### src/rtl/tk1_spi_slave.sv
// Byte-oriented SPI mode-0 responder: oversamples the SPI pins in the clk domain,
// assembles received bytes and serialises response bytes from a one-entry TX buffer.
//   state  | meaning
//   IDLE   | slave not selected, MISO parked low, waiting for SS to fall
//   ACTIVE | slave selected, shifting bits on synchronised SCK edges
module tk1_spi_slave #(
    parameter int         SYNC_STAGES = 2,
    parameter logic [7:0] TX_FILL     = 8'hff
) (
    input  logic       clk,
    input  logic       reset_n,
    input  logic       spi_ss,
    input  logic       spi_sck,
    input  logic       spi_mosi,
    output logic       spi_miso,
    output logic       spi_miso_en,
    output logic [7:0] rx_data,
    output logic       rx_data_vld,
    input  logic       rx_ack,
    input  logic [7:0] tx_data,
    input  logic       tx_data_vld,
    output logic       tx_ready,
    output logic       busy,
    output logic       rx_ovf,
    output logic       tx_udf,
    input  logic       status_clr
);

    typedef enum logic {IDLE = 1'b0, ACTIVE = 1'b1} state_t;

    state_t                 state, state_next;
    logic [SYNC_STAGES-1:0] ss_pipe, sck_pipe, mosi_pipe;
    logic                   ss_last, sck_last;
    logic                   ss_sync, sck_sync, mosi_sync;
    logic                   ss_fall, ss_rise, sck_rise, sck_fall;
    logic [2:0]             bit_ctr;
    logic [7:0]             rx_shift, tx_shift, tx_buf;
    logic                   buf_full;
    logic                   load, rx_rise, tx_shift_en, clear_xfer, rx_done, tx_wr;

    assign ss_sync   = ss_pipe[SYNC_STAGES-1];
    assign sck_sync  = sck_pipe[SYNC_STAGES-1];
    assign mosi_sync = mosi_pipe[SYNC_STAGES-1];
    assign ss_fall   = ss_last & ~ss_sync;
    assign ss_rise   = ~ss_last & ss_sync;
    assign sck_rise  = ~sck_last & sck_sync;
    assign sck_fall  = sck_last & ~sck_sync;

    // SS parks high out of reset so a pin already low still produces a fall edge
    always_ff @(posedge clk) begin
        if (!reset_n) begin
            ss_pipe   <= '1;
            sck_pipe  <= '0;
            mosi_pipe <= '0;
            ss_last   <= 1'b1;
            sck_last  <= 1'b0;
        end else begin
            ss_pipe   <= {ss_pipe[SYNC_STAGES-2:0], spi_ss};
            sck_pipe  <= {sck_pipe[SYNC_STAGES-2:0], spi_sck};
            mosi_pipe <= {mosi_pipe[SYNC_STAGES-2:0], spi_mosi};
            ss_last   <= ss_sync;
            sck_last  <= sck_sync;
        end
    end

    always_ff @(posedge clk) begin
        if (!reset_n) state <= IDLE;
        else          state <= state_next;
    end

    always_comb begin
        state_next  = state;
        load        = 1'b0;
        rx_rise     = 1'b0;
        tx_shift_en = 1'b0;
        clear_xfer  = 1'b0;
        case (state)
            IDLE: begin
                if (ss_fall) begin
                    state_next = ACTIVE;
                    load       = 1'b1;
                end
            end
            ACTIVE: begin
                if (ss_rise) begin
                    state_next = IDLE;
                    clear_xfer = 1'b1;
                end else begin
                    rx_rise = sck_rise;
                    // falling edge after the 8th rise is the byte boundary
                    if (sck_fall) begin
                        if (bit_ctr == 3'd0) load        = 1'b1;
                        else                 tx_shift_en = 1'b1;
                    end
                end
            end
            default: state_next = IDLE;
        endcase
    end

    assign rx_done = rx_rise && (bit_ctr == 3'd7);
    assign tx_wr   = tx_data_vld && !buf_full;

    always_ff @(posedge clk) begin
        if (!reset_n) begin
            bit_ctr     <= 3'd0;
            rx_shift    <= 8'h00;
            tx_shift    <= 8'h00;
            tx_buf      <= 8'h00;
            buf_full    <= 1'b0;
            rx_data     <= 8'h00;
            rx_data_vld <= 1'b0;
            rx_ovf      <= 1'b0;
            tx_udf      <= 1'b0;
        end else begin
            if (state == IDLE || clear_xfer) begin
                bit_ctr  <= 3'd0;
                rx_shift <= 8'h00;
            end else if (rx_rise) begin
                bit_ctr  <= bit_ctr + 3'd1;
                rx_shift <= {rx_shift[6:0], mosi_sync};
            end

            if (load)             tx_shift <= buf_full ? tx_buf : TX_FILL;
            else if (tx_shift_en) tx_shift <= {tx_shift[6:0], 1'b0};
            else if (clear_xfer)  tx_shift <= 8'h00;

            // a write in the same cycle as a load is kept for the following byte
            if (tx_wr) begin
                tx_buf   <= tx_data;
                buf_full <= 1'b1;
            end else if (load) begin
                buf_full <= 1'b0;
            end

            if (rx_done)     rx_data <= {rx_shift[6:0], mosi_sync};

            if (rx_done)     rx_data_vld <= 1'b1;
            else if (rx_ack) rx_data_vld <= 1'b0;

            if (rx_done && rx_data_vld && !rx_ack) rx_ovf <= 1'b1;
            else if (status_clr)                    rx_ovf <= 1'b0;

            if (load && !buf_full) tx_udf <= 1'b1;
            else if (status_clr)   tx_udf <= 1'b0;
        end
    end

    assign busy        = (state == ACTIVE);
    assign spi_miso_en = busy;
    assign spi_miso    = busy ? tx_shift[7] : 1'b0;
    assign tx_ready    = !buf_full;

endmodule
### config.mk
export PLATFORM = sky130hd
export DESIGN_NAME = tk1_spi_slave
export DESIGN_NICKNAME = d
export VERILOG_FILES = /design/src/rtl/tk1_spi_slave.sv
export SDC_FILE = /design/constraint.sdc
export NUM_CORES = 1
export LEC_CHECK = 0
export ABC_AREA = 1
export BUFFER_PORTS_ARGS = -buffer_cell sky130_fd_sc_hd__clkbuf_2
export CORE_UTILIZATION = 49
export CTS_BUF_LIST = sky130_fd_sc_hd__clkbuf_16
export DETAILED_ROUTE_END_ITERATION = 6
export GPL_ROUTABILITY_DRIVEN = 0
export PLACE_DENSITY = 0.83
export SLEW_MARGIN = 10
export SYNTH_ARGS = -nofsm -noshare
export SYNTH_HDL_FRONTEND = slang
export SYNTH_SLANG_ARGS = --single-unit
### constraint.sdc
create_clock -name clk -period 1.38 [get_ports clk]
set_clock_uncertainty 0.1 [all_clocks]
set_input_delay 0.138 -clock clk [delete_from_list [all_inputs] [get_ports clk]]
set_output_delay 0.138 -clock clk [all_outputs]
set_load 0.02 [all_outputs]
==> out/results.txt <==
status: finished with violations
violated checks: setup timing
Worst-path clk slew: 60 ps
sequence of cells on the critical path: inv_2 -> ha_4 -> inv_2 -> nor2_1 -> nand2_1 -> nand2_4 -> nand2_4 -> buf_6 -> nand3_2 -> nand2_1 -> nor2_1
actual slew at the worst max-slew pin: 279 ps
number of placement rows: 22
pre-CTS setup slack: -140 ps
Synth Area in Simple Gates: 31.0%
pin count of the biggest net entering global routing: 18
RSZ-0062 raised after global routing: yes
hold_ws: 10.9 ps
Hold Crit Class: in -> reg
starting density of the core: 51.2%
Seq/Total Area, Yosys: 49.8%
Final Cycle Share: 104%
core area: 3690 µm²
Critical Path Max Stage Delay: 330 ps
Area Growth Syn to Fin: 34.0%
Final setup viols: 12
Fmax: 695 MHz
peak supply drop: 800 µV
CTS H-tree depth: 2
Setup TNS Final: -470 ps
Clock Latency Late Sink: 280 ps
Post-Synth Adder-Cell Area: 1.99%
CTS tree: built
initial antenna violation count: 0
worst endpoint required time: 1500 ps
vias per inst: 5.01
largest family of logic cells by synthesized area: simple AND/OR/NAND/NOR gates
ranking of synthesized cells by area: dfxtp_1, nor2_1, nand2_1
I/O Buffers: 30
GRT overflow: 0
CP Capture Type: flip-flop
Clock Sinks: 47
slowest CP cell: dfxtp_2
share of the synthesized area in the top cell type: 49.8%
crit-path max FO: 6
final hold vios: 0
fin worst setup slack: -58.1 ps
Worst slew margin: 81.4%
Post-Synth XOR/XNOR Area: 0%
WS Path Type: reg -> reg
FILL cells: 297
root buffer cell: clkbuf_16
wire per inst: 12.5 µm
Synth Net Count: 279
Gate Count Post-Synth: 260
CTS Buffer Depth: 2
Crit path arrival time: 1550 ps
die height: 64.1 µm
cell taking the most area after synthesis: dfxtp_1
multiplexer share of the synthesized area: 0%
Slew Viols, Final: 0
drt pass-1 iters: 4
TritonCTS buffer count: 5
via count: 1,823
hpwl dp: 2720 µm
Yosys reg bits: 47
die area: 4110 µm²
compound-gate portion of the synthesized area: 9.68%
Worst setup SP type: flip-flop
ANT cells: 0
# IOs: 31
Netlist cell types: 18
Final min period: 1440 ps
Synth warnings: 0
Final Total Pwr: 2.89 mW
layout cells sized above 1: 33.5%
Global Route Usage Sum: 21.6%
Routed Antenna Nets: 0
overall die width: 64.1 µm
first-pass GRT wire length: 6870 µm
P per Cell Area: 1140 nW/µm²
fin nets: 335
DRT Wirelength: 4540 µm
number of global-route vias before repair: 1,588
final routed DRC violation total: 0
mapped cell area: 1890 µm²
max cap viols: 0
Synth Area per Inst: 7.26 µm²
leakage: 1.25 nW
DR iter-0 viols: 103
state kept, by name, indices dropped and copies added, names as in the netlist, 2 cells and up:
name and cells:
ss_pipe 2, tx_buf 8, rx_shift 7, bit_ctr 3, mosi_pipe 2, sck_pipe 2, tx_shift 8, rx_data 8
per-layer routing:
layer  global-route usage (%)  wire, µm  vias to the layer above
li1                         -         -                      917
met1                     25.8      1910                      849
met2                     37.1      2320                       46
met3                     5.00       216                       11
met4                     8.81        91                        0
met5                        0         0                        -
cells in the final DEF, fill, tap and decap left out, types with 4 or more instances in the layout:
master / Yosys / final
dfxtp_1: 47 / 43
buf_4: 1 / 16
inv_2: 2 / 6
inv_1: 27 / 21
nand3_1: 16 / 10
clkbuf_16: 0 / 5
o21ai_0: 25 / 21
clkbuf_2: 0 / 30
nand3_2: 0 / 6
nand2_4: 1 / 5
buf_6: 0 / 5
or2_2: 9 / 9
a21oi_1: 10 / 8
nor2_2: 0 / 6
nand2_1: 44 / 40
nand2_2: 4 / 4
dfxtp_2: 0 / 4
nor2_1: 63 / 57
power breakdown:
group	internal [mW]	switching, mW
registers	1.42	0.0306
clock network	0.650	0.460
logic	0.138	0.192
area by class of cell:
type / instances / area, µm² / share of cell area, %
timing repair inverter: 1 / 7.51 / 0.297
timing repair buffer: 54 / 357 / 14.1
tap: 48 / 60.1 / 2.37
clock inverter: 2 / 8.76 / 0.346
multi-input combinational: 177 / 905 / 35.8
clock buffer: 5 / 125 / 4.95
inverter: 30 / 121 / 4.80
sequential: 47 / 946 / 37.4
worst max-delay path, delay by kind of cell, from the launching register on:
family	cells	cell delay (ps)
adders and majority gates	1	130
DFF	1	330
and+or+nand+nor	7	540
buffers and inverters	3	260
timing repair:
item                                   4_1_cts  5_1_grt
hold buffers                                 3        0
pin swaps                                   10        9
setup endpoints to repair                   20       33
gates cloned                                 0        1
buffers inserted                             8        3
gates resized for setup                     20       27
endpoints found under the hold margin        3        0
per-stage QoR:
step                cell area (µm²)  cells  utilization [%]
floorplan                      1900    260                -
global placement               2160    343             58.6
detailed placement             2160    343             58.6
CTS                            2430    361             66.0
global route                   2530    364             68.6
finish                         2530    364             68.6
synthesized netlist by cell type:
| cell | instances |
|---|---|
| or2_2 | 9 |
| nand2_2 | 4 |
| inv_1 | 27 |
| o21ai_0 | 25 |
| dfxtp_1 | 47 |
| nand2_1 | 44 |
| buf_4 | 1 |
| clkbuf_1 | 3 |
| buf_2 | 2 |
| nand3_1 | 16 |
| inv_2 | 2 |
| clkinv_1 | 1 |
| o211ai_1 | 1 |
| nor2_4 | 1 |
| nor2_1 | 63 |
| ha_1 | 3 |
| nand2_4 | 1 |
| a21oi_1 | 10 |
path summary, 6_finish.rpt:
kind,from,endpoint,slack (ps),cells after the start
setup / recovery,bit_ctr[0],tx_shift[7],-60,11
hold / removal,tx_data[4],tx_buf[4],10,3
setup reg to reg,bit_ctr[0],tx_shift[7],-60,11
hold reg to reg,sck_pipe[0],sck_pipe[1],320,2
logic make-up (layout without fill, tap and decap cells):
kind of cell / Yosys count / after routing
buffers and inverters: 36 / 92
adder cells (fa/ha/maj): 3 / 3
AO/OA/AOI/OAI: 36 / 36
flip-flops: 47 / 47
AND/OR/NAND/NOR: 138 / 138
(Power assumes the default switching activity.)
